[src/rtl/input_conditioner.sv]
// Two-player input conditioner: 2-flop sync, per-bit debounce, registered active-low outputs
// and a VBLK-counted coin stretch. Optional macro SOCD_CLEAN_EN releases opposing directions.
module input_conditioner #(
    parameter int DEB_CYCLES  = 24000,
    parameter int COIN_FRAMES = 4
) (
    input  logic       clk_sys,
    input  logic       RESET,
    input  logic       VBLK,
    input  logic [7:0] raw_p1,
    input  logic [7:0] raw_p2,
    output logic [7:0] ctr1_n,
    output logic [7:0] ctr2_n,
    output logic [1:0] coin_busy
);
    typedef enum logic [1:0] {IDLE, HOLD, RELEASE} coin_state_e;

    localparam logic [15:0] DEB_LAST = 16'(DEB_CYCLES - 1);
    localparam logic [3:0]  FRAMES   = 4'(COIN_FRAMES);

    // Player 2 occupies the upper byte of every 16-bit vector.
    logic [15:0] sync1_q;
    logic [15:0] sync2_q;
    logic [2:0]  vblk_q;
    logic        vblk_rise;

    logic [15:0] stable_q;
    logic [15:0] stable_d;
    logic [15:0] cnt_q [16];
    logic [15:0] cnt_d [16];
    logic [13:0] btn_n_q;
    logic [13:0] btn_n_d;

    coin_state_e state_q  [2];
    logic [3:0]  frames_q [2];
    logic [1:0]  coin_n_q;
    logic [1:0]  busy_q;

    always_ff @(posedge clk_sys) begin
        if (RESET) begin
            sync1_q <= '0;
            sync2_q <= '0;
            vblk_q  <= '0;
        end else begin
            sync1_q <= {raw_p2, raw_p1};
            sync2_q <= sync1_q;
            vblk_q  <= {vblk_q[1:0], VBLK};
        end
    end

    assign vblk_rise = vblk_q[1] & ~vblk_q[2];

    always_comb begin
        stable_d = stable_q;
        for (int b = 0; b < 16; b++) begin
            cnt_d[b] = '0;
            if (sync2_q[b] != stable_q[b]) begin
                if (cnt_q[b] == DEB_LAST) begin
                    stable_d[b] = sync2_q[b];
                end else begin
                    cnt_d[b] = cnt_q[b] + 16'd1;
                end
            end
        end
    end

    function automatic logic [6:0] clean_dirs(input logic [6:0] s);
        logic [6:0] r;
        r = s;
`ifdef SOCD_CLEAN_EN
        if (s[5] && s[4]) r[5:4] = 2'b00;
        if (s[3] && s[2]) r[3:2] = 2'b00;
`endif
        return r;
    endfunction

    always_comb begin
        btn_n_d = {~clean_dirs(stable_q[14:8]), ~clean_dirs(stable_q[6:0])};
    end

    always_ff @(posedge clk_sys) begin
        if (RESET) begin
            stable_q <= '0;
            btn_n_q  <= '1;
            for (int b = 0; b < 16; b++) cnt_q[b] <= '0;
        end else begin
            stable_q <= stable_d;
            btn_n_q  <= btn_n_d;
            for (int b = 0; b < 16; b++) cnt_q[b] <= cnt_d[b];
        end
    end

    // IDLE is only re-entered with the debounced coin low, so a high level there is a fresh press.
    always_ff @(posedge clk_sys) begin
        if (RESET) begin
            for (int p = 0; p < 2; p++) begin
                state_q[p]  <= IDLE;
                frames_q[p] <= '0;
            end
            coin_n_q <= 2'b11;
            busy_q   <= 2'b00;
        end else begin
            for (int p = 0; p < 2; p++) begin
                case (state_q[p])
                    IDLE: begin
                        if (stable_q[8*p+7]) begin
                            state_q[p]  <= HOLD;
                            frames_q[p] <= '0;
                            coin_n_q[p] <= 1'b0;
                            busy_q[p]   <= 1'b1;
                        end
                    end
                    HOLD: begin
                        if (vblk_rise) begin
                            frames_q[p] <= frames_q[p] + 4'd1;
                            if (frames_q[p] + 4'd1 == FRAMES) begin
                                state_q[p]  <= RELEASE;
                                coin_n_q[p] <= 1'b1;
                            end
                        end
                    end
                    RELEASE: begin
                        if (!stable_q[8*p+7]) begin
                            state_q[p] <= IDLE;
                            busy_q[p]  <= 1'b0;
                        end
                    end
                    default: begin
                        state_q[p]  <= IDLE;
                        coin_n_q[p] <= 1'b1;
                        busy_q[p]   <= 1'b0;
                    end
                endcase
            end
        end
    end

    assign ctr1_n    = {coin_n_q[0], btn_n_q[6:0]};
    assign ctr2_n    = {coin_n_q[1], btn_n_q[13:7]};
    assign coin_busy = busy_q;

endmodule

[config.mk]
export PLATFORM = sky130hd
export DESIGN_NAME = input_conditioner
export DESIGN_NICKNAME = d
export VERILOG_FILES = /design/src/rtl/input_conditioner.sv
export SDC_FILE = /design/constraint.sdc
export NUM_CORES = 1
export LEC_CHECK = 0
export BUFFER_PORTS_ARGS = -buffer_cell sky130_fd_sc_hd__buf_2
export CORE_MARGIN = 2
export CORE_UTILIZATION = 26
export CTS_BUF_LIST = sky130_fd_sc_hd__clkbuf_8
export DETAILED_ROUTE_END_ITERATION = 8
export PLACE_DENSITY = 0.4
export REMOVE_ABC_BUFFERS = 1
export SETUP_SLACK_MARGIN = 0.4
export SYNTH_ARGS = -nofsm -noshare
export SYNTH_HDL_FRONTEND = slang
export SYNTH_SLANG_ARGS = --single-unit
export TNS_END_PERCENT = 30
[constraint.sdc]
create_clock -name clk_sys -period 2.08 [get_ports clk_sys]
set_clock_uncertainty 0.1 [all_clocks]
set_input_delay 0.208 -clock clk_sys [delete_from_list [all_inputs] [get_ports clk_sys]]
set_output_delay 0.208 -clock clk_sys [all_outputs]
set_load 0.02 [all_outputs]
After elaboration in Yosys (flattened, before gate mapping)
Memory sizes are Yosys's and may differ from the RTL's. Cells that the tools add are included.

Memories kept: 3. Input bits: 19. Register bits after elaboration: 69. Bits in writable memories: 268. Word-level logic and storage cells: 267. Output and inout port bits: 18. ROM bits: 0. Latch bits: 0.

Reduce and logical (&&, ||, !) cells: 24. Multiply operators: 0. Shifts and indexed selects: 0. $add $sub $neg: 18. Multiplexer cells: 116. Magnitude comparators: 0. Equal/unequal tests: 46. Bitwise operators: 36. Div/mod/pow operators: 0.

Memories: cnt_q (words 16, bits a word 16, rd ports 16, clocked after memory_dff 0, wr ports 16, RTL line 29) `logic [15:0] cnt_q [16];`; frames_q (words 2, bits a word 4, rd ports 2, clocked after memory_dff 0, wr ports 2, RTL line 35) `logic [3:0] frames_q [2];`; state_q (words 2, bits a word 2, rd ports 2, clocked after memory_dff 0, wr ports 2, RTL line 34) `coin_state_e state_q [2];`.

Operator list (number): $mux 16 (48); $add 16x1->16 const B (16); $eq 16x15->1 const B (16); $mux 1 (52); $reduce_and 2->1 (16); $or 1x1->1 (28); $mux 2 (8); $mux 4 (4); $ne 1x1->1 (16); $ne 2x2->1 const B (8); $not 7->7 (2); $pmux 1 s3 (4); $add 4x1->4 const B (2); $eq 4x3->1 const B (2); $reduce_and 4->1 (2); $reduce_and 3->1 (2); $reduce_or 3->1 (2); $not 1->1 (5); $eq 2x1->1 const B (2); $eq 2x2->1 const B (2); $logic_not 2->1 (2); $and 1x1->1 (1).

Logic depth before layout (Yosys ltp)
Gate-level depths: netlist of the first run.

Depth in word-level cells: 10. Mapped depth: 7. Depth with buffers taken out: 5.

Worst setup path after synthesis of the first run
Ideal clock, no wire load.

Kind: register to register. Start point: mem cnt_q[5][0], in the netlist cnt_q[0][80]. End point: mem cnt_q[5][7], in the netlist cnt_q[0][87]. Clock period less this slack: 1.995 ns. Setup time: 0.117 ns. Arrival: 1.778 ns. Slack: 0.085 ns. Required time: 1.863 ns. Cell stages (with the launch flop): 7. Path buffers: 1. Cell sequence: dfxtp_1 ha_1 and4_1 nand2_1 o41ai_2 buf_2 nor2_1.

RTL lines (RTL line): from (decl) (29).

==> impl_metrics.tcl, run 1 <==
set metrics [dict create \
    p_per_area_nw_per_um2 751 \
    m1WireLength_um 14100 \
    cts_tree "built" \
    area_growth_pct 26.9 \
    register_area_sq_um 6930 \
    placed_cell_area_sq_um 15400 \
    ys_seq_elements 337 \
    crit_buf_inv 1 \
    ir_worst_vdd_uv 336 \
    cap_violations 0 \
    min_path_type "in -> reg" \
    route.met3.wl_um 1100 \
    first_iter_violations 422 \
    grt_pass1_vias 10800 \
    final_net_count 1769 \
    die_area_sq_um 56300 \
    max_clock_freq_ghz 0.520 \
    final_common_cell "dfxtp_1" \
    clock_sinks 337 \
    status "finished, final reports clean" \
    hold-worst-slack_ns 0.243 \
    core_area_sq_um 53800 \
    yosys.area_share.simple_pct 29.3 \
    cts_buffers 67 \
    fillCellCount 5598 \
    synthAdderAreaFrac_pct 1.84 \
    vias 11000 \
    synthCells 1551 \
    p_leak_nw 5.69 \
    dpl.hpwl_um 18200 \
    ys_seq_area_share_pct 48.5 \
    grt_pass1_wl_um 49900 \
    syn_avg_cell_area_sq_um 9.12 \
    synth_compound_area_share_pct 2.99 \
    cts_root_buffer "clkbuf_8" \
    drtPass1Iterations 6 \
    synth_top_family_by_area "simple AND/OR/NAND/NOR gates" \
    rows 85 \
    critical_path_class "reg -> reg" \
    avgViaCountPerCell 4.43 \
    drive_gt1_share_pct 20.7 \
    reg2reg_to "cnt_q[1][80]" \
    grt_remaining_overflow 0 \
    regToRegSetupSlack_ns 0.16 \
    gp_congestion 0.758 \
    wl_per_cell_um 11.8 \
    slowest_delay_ns 0.49 \
    cp-start-kind "flop" \
    yosys_warnings 0 \
    rsz0062_at_grt "yes" \
    routed_wl_um 29200 \
    synthDistinctLibCells 53 \
    antenna_found_initial 1 \
    cp_max_fo 8 \
    critPathLaunch "cnt_q[1][89]" \
    clock_latency_ns 0.62 \
    min_period_ns 1.92 \
    numPortBuffers 36 \
    die_w_um 237 \
    critPathRequiredTime_ns 2.48 \
    worst_pin_slew_ns 0.404 \
    syn_area_sq_um 14100 \
    dr_wl_met2_um 13000 \
    clock_path_buffers 3 \
    fin_ws_ns 0.158 \
    slew-limit-headroom_pct 73.0 \
    place_ws_ns 0.137 \
    final_cell_mix "285 x dfxtp_1, 265 x nor2_1, 143 x xnor2_1" \
    power_w 0.0135 \
    ant_nets 0 \
    multiInputGateArea_sq_um 7420 \
    path_delay_family "simple AND/OR/NAND/NOR gates" \
    post-route-drc-count 0 \
    crit_cells 5 \
    stdcell_area_sq_um 17900 \
    end_kind "flop" \
    synth.mux.area_fraction_pct 0.779 \
    cp_data_arrival_time_ns 2.33 \
    io_pins 37 \
    slowest_stage "or4_4" \
    r2r_start "cnt_q[1][89]" \
    htreeDepth 3 \
    track_usage_pct 10.5 \
    start_util_pct 26.3 \
    die_h_um 237 \
    crit_chain "or4_4 > or3_4 > o21ai_4 > clkbuf_16 > nor2_1" \
    grt_max_degree 56 \
    r2r_cells 5 \
    clk_pin_slew_worst_paths_ns 0.06 \
    final.period_utilization_pct 92.4 \
    synth_xor_area_share_pct 14.2 \
    crit_end "cnt_q[1][80]" \
    setup_viol 0 \
    top_layer_used "met4" \
    finalHoldViolations 0 \
    slew_violations 0 \
]
-- Yosys cell counts (all sizes together) --
library cell | instances | area [sq um]
dfxtp | 326 | 6530
nor2 | 298 | 1120
xnor2 | 144 | 1260
nand3 | 90 | 450
xor2 | 85 | 744
nand4 | 83 | 519
nand2 | 70 | 263
nor4 | 61 | 388
inv | 39 | 146
nor3 | 39 | 195
nor2b | 36 | 225
nand2b | 32 | 200
clkbuf | 23 | 86.3
ha | 20 | 250
and3 | 18 | 113
and4 | 18 | 158
o21ai | 18 | 101
a21oi | 17 | 85.1
buf | 17 | 104
or4 | 16 | 120
or3 | 14 | 87.6
or2 | 13 | 81.3
edfxtp | 11 | 330
mux2i | 11 | 110
and2 | 10 | 62.6
o31ai | 10 | 108
or4b | 6 | 60.1
nand3b | 5 | 37.5
nor3b | 3 | 22.5
nor4bb | 2 | 20.0
o21bai | 2 | 15.0
o41ai | 2 | 43.8
or3b | 2 | 17.5
a211oi | 1 | 7.51
a21bo | 1 | 10.0
a221o | 1 | 10.0
a311oi | 1 | 8.76
a31o | 1 | 8.76
a41oi | 1 | 8.76
maj3 | 1 | 10.0
nor4b | 1 | 8.76
o21ba | 1 | 10.0
o22ai | 1 | 6.26
-- worst min-delay path by stage --
stage                         to  slack, ns         from  depth (start not counted)
floorplan           coin_busy[0]       0.18        RESET                          1
global placement      btn_n_q[0]       0.31  stable_q[0]                          1
detailed placement    btn_n_q[6]       0.32  stable_q[6]                          1
CTS                  sync1_q[10]       0.17    raw_p2[2]                          3
global route         sync1_q[10]       0.18    raw_p2[2]                          3
finish               sync1_q[10]       0.24    raw_p2[2]                          3
-- final cells by class --
class / instances / area share [%]
multi-input combinational: 1136 / 41.3
sequential: 337 / 38.6
timing repair buffer: 149 / 6.95
clock buffer: 87 / 6.67
tap: 696 / 4.85
inverter: 39 / 0.816
clock inverter: 31 / 0.802
antenna: 1 / 0.0139
-- metrics by stage --
step | setup TNS, ns | cells | util, %
floorplan | -1.10 | 1511 | -
global placement | 0 | 2291 | 28.7
detailed placement | 0 | 2291 | 28.7
CTS | 0 | 2460 | 32.5
global route | 0 | 2476 | 33.4
finish | 0 | 2476 | 33.4
-- registers in the layout (all words and copies together), names as in the netlist --
signal and flops:
coin_busy 2, sync2_q 16, btn_n_q 14, state_q 4, sync1_q 16, stable_q 16
coin_n_q 2, frames_q 8, vblk_q 3, cnt_q 256
-- routing by layer --
layer | global-route usage (%) | vias up
met5 | 0 | -
met2 | 16.8 | 111
li1 | - | 5700
met4 | 4.67 | 0
met1 | 13.0 | 5083
met3 | 3.07 | 69
-- report_power, final --
group / internal, W / switching (W)
combinational: 0.000145 / 0.000129
clock: 0.00374 / 0.00291
sequential: 0.00654 / 0.0000336
total: 0.0104 / 0.00307
-- cell families (layout without fill, tap and decap cells) --
logic type | count (synthesis) | after routing
buffers and inverters | 79 | 306
AND/OR/NAND/NOR | 817 | 818
adder cells (fa/ha/maj) | 21 | 21
XOR/XNOR | 229 | 229
other | 0 | 1
multiplexers | 11 | 11
flip-flops | 337 | 337
AO/OA/AOI/OAI | 57 | 57
-- what timing repair did --
item,CTS,global route
buffers inserted,21,12
setup endpoints to repair,181,241
gates resized for setup,65,111
hold buffers,28,0
pin swaps,24,51
hold endpoints to repair,39,0
cloned,2,3
-- worst reg2reg max path, delay by kind of cell (launching register included) --
family                 cells  cell delay [ns]
AO/OA/AOI/OAI              1             0.23
buffers and inverters      1             0.21
flip-flops                 1             0.34
AND/OR/NAND/NOR            3             0.92
Power figures use the tool's default switching activity.
==> run 2: changes to the inputs <==
--- a/config.mk
+++ b/config.mk
@@ -5,11 +5,11 @@
 export SDC_FILE = /design/constraint.sdc
 export NUM_CORES = 1
 export LEC_CHECK = 0
-export BUFFER_PORTS_ARGS = -buffer_cell sky130_fd_sc_hd__buf_2
 export CORE_MARGIN = 2
 export CORE_UTILIZATION = 26
 export CTS_BUF_LIST = sky130_fd_sc_hd__clkbuf_8
 export DETAILED_ROUTE_END_ITERATION = 8
+export DONT_BUFFER_PORTS = 1
 export PLACE_DENSITY = 0.4
 export REMOVE_ABC_BUFFERS = 1
 export SETUP_SLACK_MARGIN = 0.4
==> run 2 against run 1 <==
Register-to-register slack improved by 0.04 ns. Power increased by 0.60%. Fmax increased by 1.9%. Cell count decreased by 0.28%. Die area unchanged. Worst hold slack got worse by 0.19 ns. Global-route usage increased by 0.57 points. Clock-buffer cell count increased by 2. Critical endpoint is now stable_q[9].
==> impl_metrics.tcl, run 2 (same netlist as run 1, synthesis figures left out) <==
set metrics [dict create \
    status "finished, final reports clean" \
    rows 85 \
    end_kind "flop" \
    comb_power_share_pct 2.0 \
    first_iter_violations 450 \
    cap_violations 0 \
    setup_viol 0 \
    worst_pin_slew_ns 0.571 \
    p_seq_share_pct 48.4 \
    io_pins 37 \
    avgViaCountPerCell 4.47 \
    grt_max_degree 54 \
    critPathLaunch "cnt_q[1][22]" \
    clock_sinks 337 \
    critical_path_class "reg -> reg" \
    vias 11000 \
    critPathRequiredTime_ns 2.53 \
    largest-register "cnt_q" \
    cts_buffers 67 \
    cp_data_arrival_time_ns 2.34 \
    crit_chain "or4_4 > or3_4 > or4b_1 > o21ai_1" \
    fin_ws_ns 0.194 \
    min_period_ns 1.89 \
    rsz0062_at_grt "yes" \
    gp_congestion 0.767 \
    finalHoldViolations 0 \
    final_net_count 1765 \
    switching_power_w 0.00308 \
    r2r_cells 4 \
    die_w_um 237 \
    p_per_area_nw_per_um2 747 \
    power.share.clock_pct 49.6 \
    grt_remaining_overflow 0 \
    start_util_pct 26.3 \
    switching_share_pct 22.7 \
    cts_root_buffer "clkbuf_8" \
    final_cell_mix "275 x dfxtp_1, 258 x nor2_1, 143 x xnor2_1" \
    antenna_cells 0 \
    fillCellCount 5535 \
    ant_nets 0 \
    ir_worst_vdd_uv 345 \
    min_from "RESET" \
    cts_tree "built" \
    slowest_delay_ns 0.51 \
    finalCoreUtilization_pct 33.8 \
    post-route-drc-count 0 \
    routed_wl_um 31300 \
    wl_per_cell_um 12.7 \
    final.period_utilization_pct 90.7 \
    drive_gt1_share_pct 20.7 \
    place_ws_ns 0.153 \
    grt_pass1_vias 10700 \
    die_area_sq_um 56300 \
    min_delay_path_depth 5 \
    numPortBuffers 0 \
    cp-start-kind "flop" \
    drtPass1Iterations 4 \
    clk_pin_slew_worst_paths_ns 0.05 \
    p_leak_nw 5.72 \
    p_int_w 0.0105 \
    regToRegSetupSlack_ns 0.19 \
    core_area_sq_um 53800 \
    min_path_type "in -> reg" \
    r2r_start "cnt_q[1][22]" \
    multiInputGateArea_sq_um 7520 \
    die_h_um 237 \
    crit_buf_inv 0 \
    slew-limit-headroom_pct 61.9 \
    register_area_sq_um 6950 \
    dpl.hpwl_um 17500 \
    path_delay_family "simple AND/OR/NAND/NOR gates" \
    cp_max_fo 3 \
    htreeDepth 3 \
    clock_path_buffers 3 \
    min_to "cnt_q[0][81]" \
    antenna_found_initial 0 \
    grt_pass1_wl_um 51400 \
    max_clock_freq_ghz 0.530 \
    clock_latency_ns 0.62 \
    hold-worst-slack_ns 0.0517 \
    slew_violations 0 \
    largest_reg_flops 256 \
    area_growth_pct 28.6 \
    slowest_stage "or4_4" \
    final_common_cell "dfxtp_1" \
    track_usage_pct 11.0 \
    reg2reg_to "stable_q[9]" \
]
==> run 2: cell count changes in the layout (fill, tap and decap cells not counted), sizes merged, moves of 2 or more <==
cell | before | now
dlygate4sd3 | 28 | 53
clkbuf | 88 | 90
buf | 120 | 90
inv | 62 | 58
==> run 2: cell type report <==
| cell class | count | share of cell area [%] |
|---|---|---|
| repair buffers | 145 | 7.34 |
| multi-input cells | 1136 | 41.4 |
| inverters | 39 | 0.805 |
| clock buffers | 89 | 6.74 |
| flip-flops and latches | 337 | 38.2 |
| well taps | 696 | 4.79 |
| clock inverters | 27 | 0.723 |
==> run 2: power groups by stage <==
stage	clock [W]	combinational, W	sequential, W
2_1_floorplan	0	0.000105	0.00670
3_3_place_gp	0	0.000149	0.00671
3_5_place_dp	0	0.000150	0.00671
4_1_cts	0.00710	0.000256	0.00657
5_1_grt	0.00740	0.000306	0.00657
6_report	0.00673	0.000276	0.00657
==> run 2: how the worst max path moves through the flow <==
| stage | end | slack, ns | cells past startpoint |
|---|---|---|---|
| global route | stable_q[2] | 0.15 | 4 |
| detailed placement | stable_q[6] | 0.15 | 5 |
| global placement | stable_q[9] | 0.16 | 4 |
| CTS | stable_q[9] | 0.19 | 4 |
| floorplan | cnt_q[0][83] | -0.08 | 5 |
| finish | stable_q[9] | 0.19 | 4 |
==> run 2: tightest hold or removal path, cell delays in order <==
cell and delay [ns]:
buf_16 0.18, nor2_1 0.08, o41ai_2 0.05, buf_4 0.14, nor2_1 0.04
==> run 2: what timing repair did <==
| action | in CTS | in global routing |
|---|---|---|
| endpoints found under the hold margin | 343 | 0 |
| hold buffers | 56 | 0 |
| pin swaps | 35 | 53 |
| gates cloned | 5 | 1 |
| endpoints found under the setup margin | 222 | 241 |
| setup buffers | 18 | 21 |
| gates resized for setup | 80 | 136 |
==> run 2: metal layers <==
metal  part of all wire, %  vias up  GRT usage [%]
met1                    48     5141           13.8
met5                     0        -              0
li1                      -     5704              -
met3                   4.2       61           2.91
met4                   2.6        0           5.28
met2                    45      132           17.7
==> run 2: metrics by stage <==
stage          cells  setup TNS (ns)  instance area (sq um)  total power, W
5_1_grt         2469               0                  18200          0.0143
3_3_place_gp    2252               0                  15200         0.00686
3_5_place_dp    2252               0                  15200         0.00686
6_report        2469               0                  18200          0.0136
2_1_floorplan   1511           -1.10                  13900         0.00681
4_1_cts         2447               0                  17500          0.0139
==> run 3: changes to the inputs <==
--- a/config.mk
+++ b/config.mk
@@ -8,9 +8,11 @@
 export CORE_MARGIN = 2
 export CORE_UTILIZATION = 26
 export CTS_BUF_LIST = sky130_fd_sc_hd__clkbuf_8
+export CTS_CLUSTER_SIZE = 8
 export DETAILED_ROUTE_END_ITERATION = 8
 export DONT_BUFFER_PORTS = 1
 export PLACE_DENSITY = 0.4
+export RECOVER_POWER = 100
 export REMOVE_ABC_BUFFERS = 1
 export SETUP_SLACK_MARGIN = 0.4
 export SYNTH_ARGS = -nofsm -noshare
==> run 3 against run 2 <==
Global-route usage unchanged. First-iteration DRC count decreased by 5.3%. Sequential share of layout area increased by 0.20 points. Power is essentially flat. Clock power about the same. Via count rose by 0.24%. Largest power group unchanged. Die area unchanged. Critical path depth up 3. Fmax decreased by 2.6%.
==> impl_metrics.tcl, run 3 (same netlist as run 1, synthesis figures left out) <==
set metrics [dict create \
    status "finished, final reports clean" \
    grt_remaining_overflow 0 \
    area_growth_pct 27.8 \
    finalCoreUtilization_pct 33.6 \
    drtPass1Iterations 5 \
    r2r_cells 7 \
    numPortBuffers 0 \
    first_iter_violations 426 \
    min_period_ns 1.94 \
    route.met3.wl_um 1340 \
    m1WireLength_um 15000 \
    grt_pass1_vias 10700 \
    cts_tree "built" \
    grt_pass1_wl_um 51400 \
    clk_pin_slew_worst_paths_ns 0.06 \
    track_usage_pct 11.0 \
    register_area_sq_um 6940 \
    clock_sinks 337 \
    stdcell_area_sq_um 18100 \
    worst_pin_slew_ns 0.573 \
    ir_worst_vdd_uv 345 \
    gp_congestion 0.767 \
    final.period_utilization_pct 93.0 \
    r2r_start "cnt_q[0][113]" \
    p_leak_nw 5.68 \
    end_kind "flop" \
    antenna_cells 0 \
    critPathRequiredTime_ns 2.49 \
    top_layer_used "met4" \
    routed_wl_um 31300 \
    vias 11100 \
    placed_cell_area_sq_um 15200 \
    dr_wl_met2_um 14100 \
    core_area_sq_um 53800 \
    largest-register "cnt_q" \
    avgViaCountPerCell 4.48 \
    final_common_cell "dfxtp_1" \
    cts_buffers 67 \
    crit_end "cnt_q[0][120]" \
    fin_ws_ns 0.145 \
    critical_path_class "reg -> reg" \
    cp-start-kind "flop" \
    htreeDepth 3 \
    cp_max_fo 8 \
    cap_violations 0 \
    final_cell_mix "278 x dfxtp_1, 258 x nor2_1, 144 x xnor2_1" \
    post-route-drc-count 0 \
    dpl.hpwl_um 17500 \
    finalHoldViolations 0 \
    die_h_um 237 \
    slew-limit-headroom_pct 61.8 \
    antenna_found_initial 0 \
    die_w_um 237 \
    final_net_count 1765 \
    largest_reg_flops 256 \
    drive_gt1_share_pct 20.1 \
    grt_max_degree 54 \
    clock_latency_ns 0.63 \
    slew_violations 0 \
    fillCellCount 5552 \
    min_path_type "in -> reg" \
    die_area_sq_um 56300 \
    rsz0062_at_grt "yes" \
    regToRegSetupSlack_ns 0.14 \
    p_per_area_nw_per_um2 750 \
    setup_viol 0 \
    start_util_pct 26.3 \
    max_clock_freq_ghz 0.517 \
    wl_per_cell_um 12.7 \
    place_ws_ns 0.153 \
    critPathLaunch "cnt_q[0][113]" \
    ant_nets 0 \
    reg2reg_to "cnt_q[0][120]" \
    io_pins 37 \
    cts_root_buffer "clkbuf_8" \
    multiInputGateArea_sq_um 7480 \
    rows 85 \
    clock_path_buffers 3 \
    cp_data_arrival_time_ns 2.34 \
]
[run 3: changes by cell type in the layout (fill, tap and decap cells not counted), sizes merged]
cell           previous run  this run
buf                      90        83
clkbuf                   90        97
dlymetal6s4s              1         0
clkdlybuf4s25             0         1
[run 3: worst max-delay path, stage by stage (launching register included)]
cell	delay [ns]
dfxtp_2	0.35
ha_4	0.14
nand4_1	0.11
buf_6	0.16
nor4_4	0.26
or3_1	0.22
buf_2	0.41
nor2_4	0.05
[run 3: worst min path at each step]
stage / start / endpoint / slack, ns / cells past startpoint
floorplan: RESET / coin_busy[0] / 0.18 / 1
global placement: RESET / sync2_q[14] / 0.19 / 1
detailed placement: RESET / sync2_q[14] / 0.20 / 1
CTS: RESET / cnt_q[0][81] / 0.001 / 5
global route: RESET / sync2_q[8] / 0.07 / 2
finish: RESET / sync2_q[8] / 0.11 / 2
[run 3: per-layer routing]
layer / global-route usage [%] / up-vias
li1: - / 5709
met4: 5.28 / 0
met3: 2.91 / 64
met5: 0 / -
met2: 17.7 / 136
met1: 13.8 / 5156
[run 3: through the flow]
| step | TNS [ns] | total power [W] | cells | hold slack, ns |
|---|---|---|---|---|
| final | 0 | 0.0136 | 2469 | 0.114 |
| after global routing | 0 | 0.0143 | 2469 | 0.0653 |
| after CTS | 0 | 0.0139 | 2447 | 0.00103 |
| after detailed placement | 0 | 0.00686 | 2252 | 0.198 |
| after global placement | 0 | 0.00686 | 2252 | 0.195 |
| after floorplan | -1.10 | 0.00681 | 1511 | 0.177 |
[run 3: power breakdown]
group	internal (W)	switching (W)	total (W)	leakage [nW]
clock	0.00381	0.00291	0.00673	0.762
sequential	0.00653	0.0000339	0.00657	2.78
combinational	0.000135	0.000130	0.000265	2.14
total	0.0105	0.00308	0.0136	5.68
[run 3: final cells by class]
class	count	area share (%)
clock buffer	89	6.78
clock inverter	27	0.727
inverter	39	0.810
multi-input combinational	1136	41.4
sequential	337	38.4
tap	696	4.82
timing repair buffer	145	7.07
[run 3: repair_timing]
action                     CTS  global route
hold endpoints to repair   343             0
pin swaps                   35            53
gates cloned                 5             1
buffers inserted            18            21
gates resized for setup     80           136
hold buffers                56             0
setup endpoints to repair  222           241
